<file path="src/rtl/alu_op_selector.sv">
// alu_op_selector: turns two raw, bouncing, active-low push-buttons into a
// registered operation code 0..OP_MAX for the ALU control input.
// Pipeline per button: two-flop synchroniser, stable-count debouncer and
// press-edge detector, feeding an up/down wrap-around counter.
// Optional feature macro: ALU_OP_AUTOREPEAT_EN. When it is defined, a held
// button auto-repeats after REPEAT_DELAY cycles and then every REPEAT_PERIOD
// cycles. Without it, a held button yields exactly one step.
module alu_op_selector #(
   parameter int DEBOUNCE_CYCLES = 500000,
   parameter int OP_MAX          = 9,
   parameter int REPEAT_DELAY    = 25000000,
   parameter int REPEAT_PERIOD   = 10000000
) (
   input  logic       clk,
   input  logic       rst_n,
   input  logic       btn_inc_n,
   input  logic       btn_dec_n,
   output logic [3:0] op_code,
   output logic       op_step,
   output logic       btn_inc_db,
   output logic       btn_dec_db
);

   // Bit 0 of every per-button vector is the increment button, bit 1 is decrement.
   localparam int              DB_W    = (DEBOUNCE_CYCLES > 2) ? $clog2(DEBOUNCE_CYCLES) : 1;
   localparam logic [DB_W-1:0] DB_LAST = DB_W'(DEBOUNCE_CYCLES - 1);
   localparam logic [3:0]      OP_LAST = 4'(OP_MAX);

   logic [1:0]      sync_meta;
   logic [1:0]      sync_level;
   logic [1:0]      db_level;
   logic [1:0]      db_level_q;
   logic [DB_W-1:0] db_cnt [2];
   logic [1:0]      press_evt;
   logic            inc_req;
   logic            dec_req;

   // Two-flop synchroniser; idle level is high (released).
   always_ff @(posedge clk or negedge rst_n) begin
      if (!rst_n) begin
         sync_meta  <= 2'b11;
         sync_level <= 2'b11;
      end else begin
         sync_meta  <= {btn_dec_n, btn_inc_n};
         sync_level <= sync_meta;
      end
   end

   // Debouncer: the level only follows after DEBOUNCE_CYCLES consecutive differing cycles.
   always_ff @(posedge clk or negedge rst_n) begin
      if (!rst_n) begin
         db_level  <= 2'b11;
         db_cnt[0] <= '0;
         db_cnt[1] <= '0;
      end else begin
         for (int i = 0; i < 2; i++) begin
            if (sync_level[i] == db_level[i]) begin
               db_cnt[i] <= '0;
            end else if (db_cnt[i] == DB_LAST) begin
               db_level[i] <= sync_level[i];
               db_cnt[i]   <= '0;
            end else begin
               db_cnt[i] <= db_cnt[i] + 1'b1;
            end
         end
      end
   end

   // Delayed copy of the debounced levels so a press shows up as a one-cycle falling edge.
   always_ff @(posedge clk or negedge rst_n) begin
      if (!rst_n) begin
         db_level_q <= 2'b11;
      end else begin
         db_level_q <= db_level;
      end
   end

   assign press_evt  = db_level_q & ~db_level;
   assign btn_inc_db = db_level[0];
   assign btn_dec_db = db_level[1];

`ifdef ALU_OP_AUTOREPEAT_EN
   localparam int               RPT_MAX     = (REPEAT_DELAY > REPEAT_PERIOD) ? REPEAT_DELAY : REPEAT_PERIOD;
   localparam int               RPT_W       = $clog2(RPT_MAX + 1);
   localparam logic [RPT_W-1:0] DELAY_LAST  = RPT_W'(REPEAT_DELAY - 1);
   localparam logic [RPT_W-1:0] PERIOD_LAST = RPT_W'(REPEAT_PERIOD - 1);

   logic [RPT_W-1:0] rpt_cnt;
   logic             rpt_active;
   logic             rpt_first_done;
   logic             one_held;
   logic             rpt_fire;

   // Repeating is only meaningful while exactly one button is held down.
   assign one_held = db_level[0] ^ db_level[1];
   assign rpt_fire = rpt_active && one_held && (press_evt == 2'b00) &&
                     (rpt_cnt == (rpt_first_done ? PERIOD_LAST : DELAY_LAST));

   // Repeat timer: armed by a lone press, first fire after the delay, then periodic.
   always_ff @(posedge clk or negedge rst_n) begin
      if (!rst_n) begin
         rpt_cnt        <= '0;
         rpt_active     <= 1'b0;
         rpt_first_done <= 1'b0;
      end else if (!one_held) begin
         rpt_cnt        <= '0;
         rpt_active     <= 1'b0;
         rpt_first_done <= 1'b0;
      end else if (press_evt != 2'b00) begin
         rpt_cnt        <= '0;
         rpt_active     <= 1'b1;
         rpt_first_done <= 1'b0;
      end else if (rpt_fire) begin
         rpt_cnt        <= '0;
         rpt_first_done <= 1'b1;
      end else if (rpt_active) begin
         rpt_cnt <= rpt_cnt + 1'b1;
      end
   end

   assign inc_req = press_evt[0] | (rpt_fire & ~db_level[0]);
   assign dec_req = press_evt[1] | (rpt_fire & ~db_level[1]);
`else
   logic unused_rpt_cfg;

   assign unused_rpt_cfg = ^{32'(REPEAT_DELAY), 32'(REPEAT_PERIOD)};
   assign inc_req        = press_evt[0];
   assign dec_req        = press_evt[1];
`endif

   // Wrap-around operation counter; simultaneous inc and dec cancel out.
   always_ff @(posedge clk or negedge rst_n) begin
      if (!rst_n) begin
         op_code <= 4'd0;
         op_step <= 1'b0;
      end else begin
         op_step <= 1'b0;
         if (inc_req && !dec_req) begin
            op_code <= (op_code == OP_LAST) ? 4'd0 : op_code + 4'd1;
            op_step <= (OP_LAST != 4'd0);
         end else if (dec_req && !inc_req) begin
            op_code <= (op_code == 4'd0) ? OP_LAST : op_code - 4'd1;
            op_step <= (OP_LAST != 4'd0);
         end
      end
   end

endmodule

</file>
<file path="config.mk">
export PLATFORM = sky130hd
export DESIGN_NAME = alu_op_selector
export DESIGN_NICKNAME = d
export VERILOG_FILES = /design/src/rtl/alu_op_selector.sv
export SDC_FILE = /design/constraint.sdc
export NUM_CORES = 1
export LEC_CHECK = 0
export CORE_AREA = 5 5 109 90
export CTS_CLUSTER_DIAMETER = 50
export DETAILED_ROUTE_END_ITERATION = 6
export DIE_AREA = 0 0 114 95
export GPL_ROUTABILITY_DRIVEN = 0
export GPL_TIMING_DRIVEN = 0
export PLACE_DENSITY_LB_ADDON = 0.12
export SYNTH_ARGS = -nofsm -noshare
export SYNTH_HDL_FRONTEND = slang
export SYNTH_SLANG_ARGS = --single-unit
</file>
<file path="constraint.sdc">
create_clock -name clk -period 1.6 [get_ports clk]
set_input_delay 0.4 -clock clk [delete_from_list [all_inputs] [get_ports clk]]
set_output_delay 0.4 -clock clk [all_outputs]
set_load 0.005 [all_outputs]
</file>
==> metrics.txt <==
# TYPE chip_impl_metric gauge
chip_impl_metric{name="port_buffer_cells",unit=""} 10
chip_impl_metric{name="avgSynthCellArea",unit="sq um"} 10.24
chip_impl_metric{name="cp_data_arrival_time",unit="ns"} 1.91
chip_impl_info{name="failed_checks",value="setup timing"} 1
chip_impl_metric{name="final_nets",unit=""} 309
chip_impl_info{name="status",value="finished with violations"} 1
chip_impl_info{name="endpoint_kind",value="register"} 1
chip_impl_metric{name="total_power",unit="mW"} 2.217
chip_impl_metric{name="antenna_fix_cells",unit=""} 0
chip_impl_metric{name="first_global_vias",unit=""} 1966
chip_impl_metric{name="place_hpwl",unit="microns"} 3581
chip_impl_metric{name="postRouteAntennaNets",unit=""} 0
chip_impl_info{name="cp_cell_sequence",value="nand4_1 -> or2_4 -> or4_4 -> a21oi_2"} 1
chip_impl_metric{name="drc",unit=""} 0
chip_impl_metric{name="clkLatencyLatePin",unit="ns"} 0.30
chip_impl_metric{name="floorplan.die.height",unit="microns"} 95
chip_impl_metric{name="clk_transition_reported_paths",unit="ns"} 0.10
chip_impl_metric{name="clock_tree.htree_level_count",unit=""} 2
chip_impl_metric{name="placement_rows",unit=""} 31
chip_impl_info{name="ys.flop_type",value="dfrtp_1"} 1
chip_impl_metric{name="total_leakage_power",unit="nW"} 1.417
chip_impl_metric{name="avgRoutedWirePerCell",unit="microns"} 14.04
chip_impl_metric{name="ctsLongestPathBuffers",unit=""} 2
chip_impl_metric{name="io_pins",unit=""} 11
chip_impl_metric{name="syn-instance-count",unit=""} 246
chip_impl_metric{name="wirelength",unit="microns"} 5870
chip_impl_info{name="cts_tree",value="yes"} 1
chip_impl_info{name="worst_setup_path_start_kind",value="register"} 1
chip_impl_info{name="rsz0062_at_grt",value="yes"} 1
chip_impl_metric{name="tritoncts.num_buffers",unit=""} 5
chip_impl_metric{name="peak_supply_drop",unit="uV"} 296.5
chip_impl_metric{name="power_density",unit="nW/um^2"} 638.8
chip_impl_metric{name="core_area",unit="sq um"} 8727
chip_impl_metric{name="post_cts_hold_fix_bufs",unit=""} 0
chip_impl_metric{name="max_clock_freq",unit="MHz"} 598.9
chip_impl_metric{name="synth_enable_flop_cells",unit=""} 0
chip_impl_metric{name="worstMarginPinSlew",unit="ns"} 0.4321
chip_impl_info{name="worst-setup-path-type",value="reg2reg"} 1
chip_impl_metric{name="timing.final.max_slew_violations",unit=""} 0
chip_impl_info{name="crit_path_max_delay_cell_type",value="or4_4"} 1
chip_impl_metric{name="drv_cap",unit=""} 0
chip_impl_metric{name="number_of_library_cell_types_mapped_by_synthesis",unit=""} 35
chip_impl_metric{name="reg2reg_setup_slack",unit="ns"} -0.07
chip_impl_info{name="crit-reg2reg-launch",value="db_cnt[7]$_DFF_PN0_"} 1
chip_impl_metric{name="ys_async_sr_fraction",unit="%"} 100.0
chip_impl_metric{name="antenna_found_initial",unit=""} 0
chip_impl_metric{name="slew-limit-headroom",unit="%"} 71.19
chip_impl_info{name="synth_common_cells",value="dfrtp_1 (43), nor2_1 (30), nand3_1 (17)"} 1
chip_impl_metric{name="yosys.area.top_type_share",unit="%"} 42.72
chip_impl_info{name="r2r_end",value="db_cnt[18]$_DFF_PN0_"} 1
chip_impl_metric{name="timing.critical_path.fanout_max",unit=""} 6
chip_impl_metric{name="via_count",unit=""} 2019
chip_impl_metric{name="clock_sinks",unit=""} 51
chip_impl_metric{name="cpPeakStageDelay",unit="ns"} 0.49
chip_impl_metric{name="holdWs",unit="ns"} 0.02406
chip_impl_metric{name="crit_path_time_final",unit="ns"} 1.670
chip_impl_metric{name="floorplan.initialDensity",unit="%"} 28.86
chip_impl_metric{name="post_route_cells_drive_above_1_share",unit="%"} 44.22
chip_impl_metric{name="netlist_area",unit="sq um"} 2519
chip_impl_metric{name="crit_buf_inv",unit=""} 0
chip_impl_info{name="holdCritPathClass",value="in2async"} 1
chip_impl_metric{name="layout.filler_cells",unit=""} 871
chip_impl_metric{name="synth-seq-cells",unit=""} 51
chip_impl_metric{name="synth.net_count",unit=""} 253
chip_impl_metric{name="finClkSkew",unit="ns"} 0.009268
chip_impl_metric{name="grt_max_degree",unit=""} 36
chip_impl_metric{name="grt_pass1_wl",unit="microns"} 9791
chip_impl_metric{name="final.setup.worst_slack",unit="ns"} -0.06959
chip_impl_info{name="netlist_top_cells_area",value="dfrtp_1 (43%), dfstp_2 (8.3%), xor2_1 (5.6%)"} 1
chip_impl_metric{name="synth-warning-count",unit=""} 0
chip_impl_metric{name="globalRoute.totalOverflow",unit=""} 0
chip_impl_metric{name="worst_ep_required_time",unit="ns"} 1.84
chip_impl_metric{name="final-hold-violation-count",unit=""} 0
chip_impl_metric{name="die_area",unit="sq um"} 10830
chip_impl_metric{name="1st_iter_drt_viols",unit=""} 128
chip_impl_info{name="synth_most_common_cell",value="dfrtp_1"} 1
chip_impl_metric{name="sequential_element_share_of_the_synthesized_area",unit="%"} 51.07
chip_impl_metric{name="track_usage",unit="%"} 11.25
chip_impl_metric{name="fin_crit_sh",unit="%"} 104.3
chip_impl_metric{name="finalSetupViolations",unit=""} 37
chip_impl_info{name="critical_path.top_delay_family",value="simple AND/OR/NAND/NOR gates"} 1
chip_impl_metric{name="floorplan.die.width",unit="microns"} 114
chip_impl_metric{name="post_dr_vias_cell",unit=""} 4.830
chip_impl_metric{name="reg2reg_depth",unit=""} 4
chip_impl_info{name="clock-root-buffer",value="clkbuf_8"} 1
chip_impl_metric{name="drt_first_pass_iters",unit=""} 4
chip_impl_info{name="synth_area_leader_cell",value="dfrtp_1"} 1
chip_impl_metric{name="synthToLayoutAreaGrowth",unit="%"} 37.80
layout by cell type (no fill, tap or decap), types with 4 or more instances in the layout:
cell type and n:
or3_1 4, nand2_1 12, nand4_1 12, buf_4 37
dfrtp_2 13, nand3_1 17, a21oi_2 10, dfstp_2 8
xnor2_1 13, o31ai_1 8, nor2_2 18, clkbuf_8 5
buf_6 8, xor2_1 16, clkdlybuf4s50_1 5, dfrtp_1 30
o21ai_0 8, nor2_1 10, inv_1 5
worst max-delay path by stage:
stage / from / endpoint / slack [ns] / cells after the start
global route: db_cnt[12]$_DFF_PN0_ / db_cnt[18]$_DFF_PN0_ / -0.14 / 5
CTS: db_cnt[33]$_DFF_PN0_ / db_cnt[24]$_DFF_PN0_ / -0.1 / 5
detailed placement: db_cnt[0]$_DFF_PN0_ / db_cnt[0]$_DFF_PN0_ / -0.51 / 5
floorplan: db_cnt[0]$_DFF_PN0_ / db_cnt[0]$_DFF_PN0_ / -0.1 / 5
finish: db_cnt[7]$_DFF_PN0_ / db_cnt[18]$_DFF_PN0_ / -0.07 / 4
global placement: rst_n / db_cnt[7]$_DFF_PN0_ / -1.56 / 1
power breakdown:
group | internal, mW | switching, mW
clock network | 0.307 | 0.431
registers | 1.31 | 0.0167
logic | 0.0690 | 0.0831
total | 1.69 | 0.531
area by class of cell:
type,count,area [sq um],area share (%)
tap,115,143.9,4.146
clock inverter,2,12.51,0.3605
buffer,5,45.04,1.298
timing repair buffer,53,459.2,13.23
clock buffer,6,72.57,2.091
sequential,51,1303,37.53
multi-input combinational,181,1416,40.81
inverter,5,18.77,0.5407
through the flow:
step	utilization, %	std cells	cell area (sq um)	setup WS, ns	setup TNS (ns)
4_1_cts	37.02	406	3231	-0.09894	-2.203
6_report	39.77	418	3471	-0.06959	-1.464
2_1_floorplan	-	246	2529	-0.09853	-0.9681
3_3_place_gp	31.77	371	2773	-1.562	-87.77
3_5_place_dp	31.94	372	2788	-0.5135	-12.83
5_1_grt	39.77	418	3471	-0.1433	-3.981
cells by family after synthesis:
| kind of cell | Yosys count | share of synthesized area (%) |
|---|---|---|
| xor+xnor | 29 | 10.08 |
| simple gates | 113 | 23.94 |
| mux | 3 | 1.292 |
| buf+inv | 14 | 3.080 |
| compound gates | 33 | 9.042 |
| flops | 51 | 51.07 |
| fa+ha+maj | 3 | 1.490 |
flip-flops by register name (all words and copies together) (netlist names):
name and cells:
db_cnt 38, db_level_q 2, sync_meta 2, db_level 2, op_code 4, sync_level 2, op_step 1
per-layer routing:
| metal | share of wire, % | global-route usage, % |
|---|---|---|
| met5 | 0 | 0 |
| met4 | 0.72 | 2.671 |
| met3 | 2.9 | 2.562 |
| met2 | 44 | 16.52 |
| met1 | 52 | 16.69 |
what timing repair did:
| item | in CTS | in global routing |
|---|---|---|
| endpoints found under the setup margin | 46 | 43 |
| setup buffers | 28 | 12 |
| resized for setup | 52 | 41 |
| gates cloned | 2 | 0 |
| pin swaps | 20 | 18 |
Power figures use the tool's default switching activity.
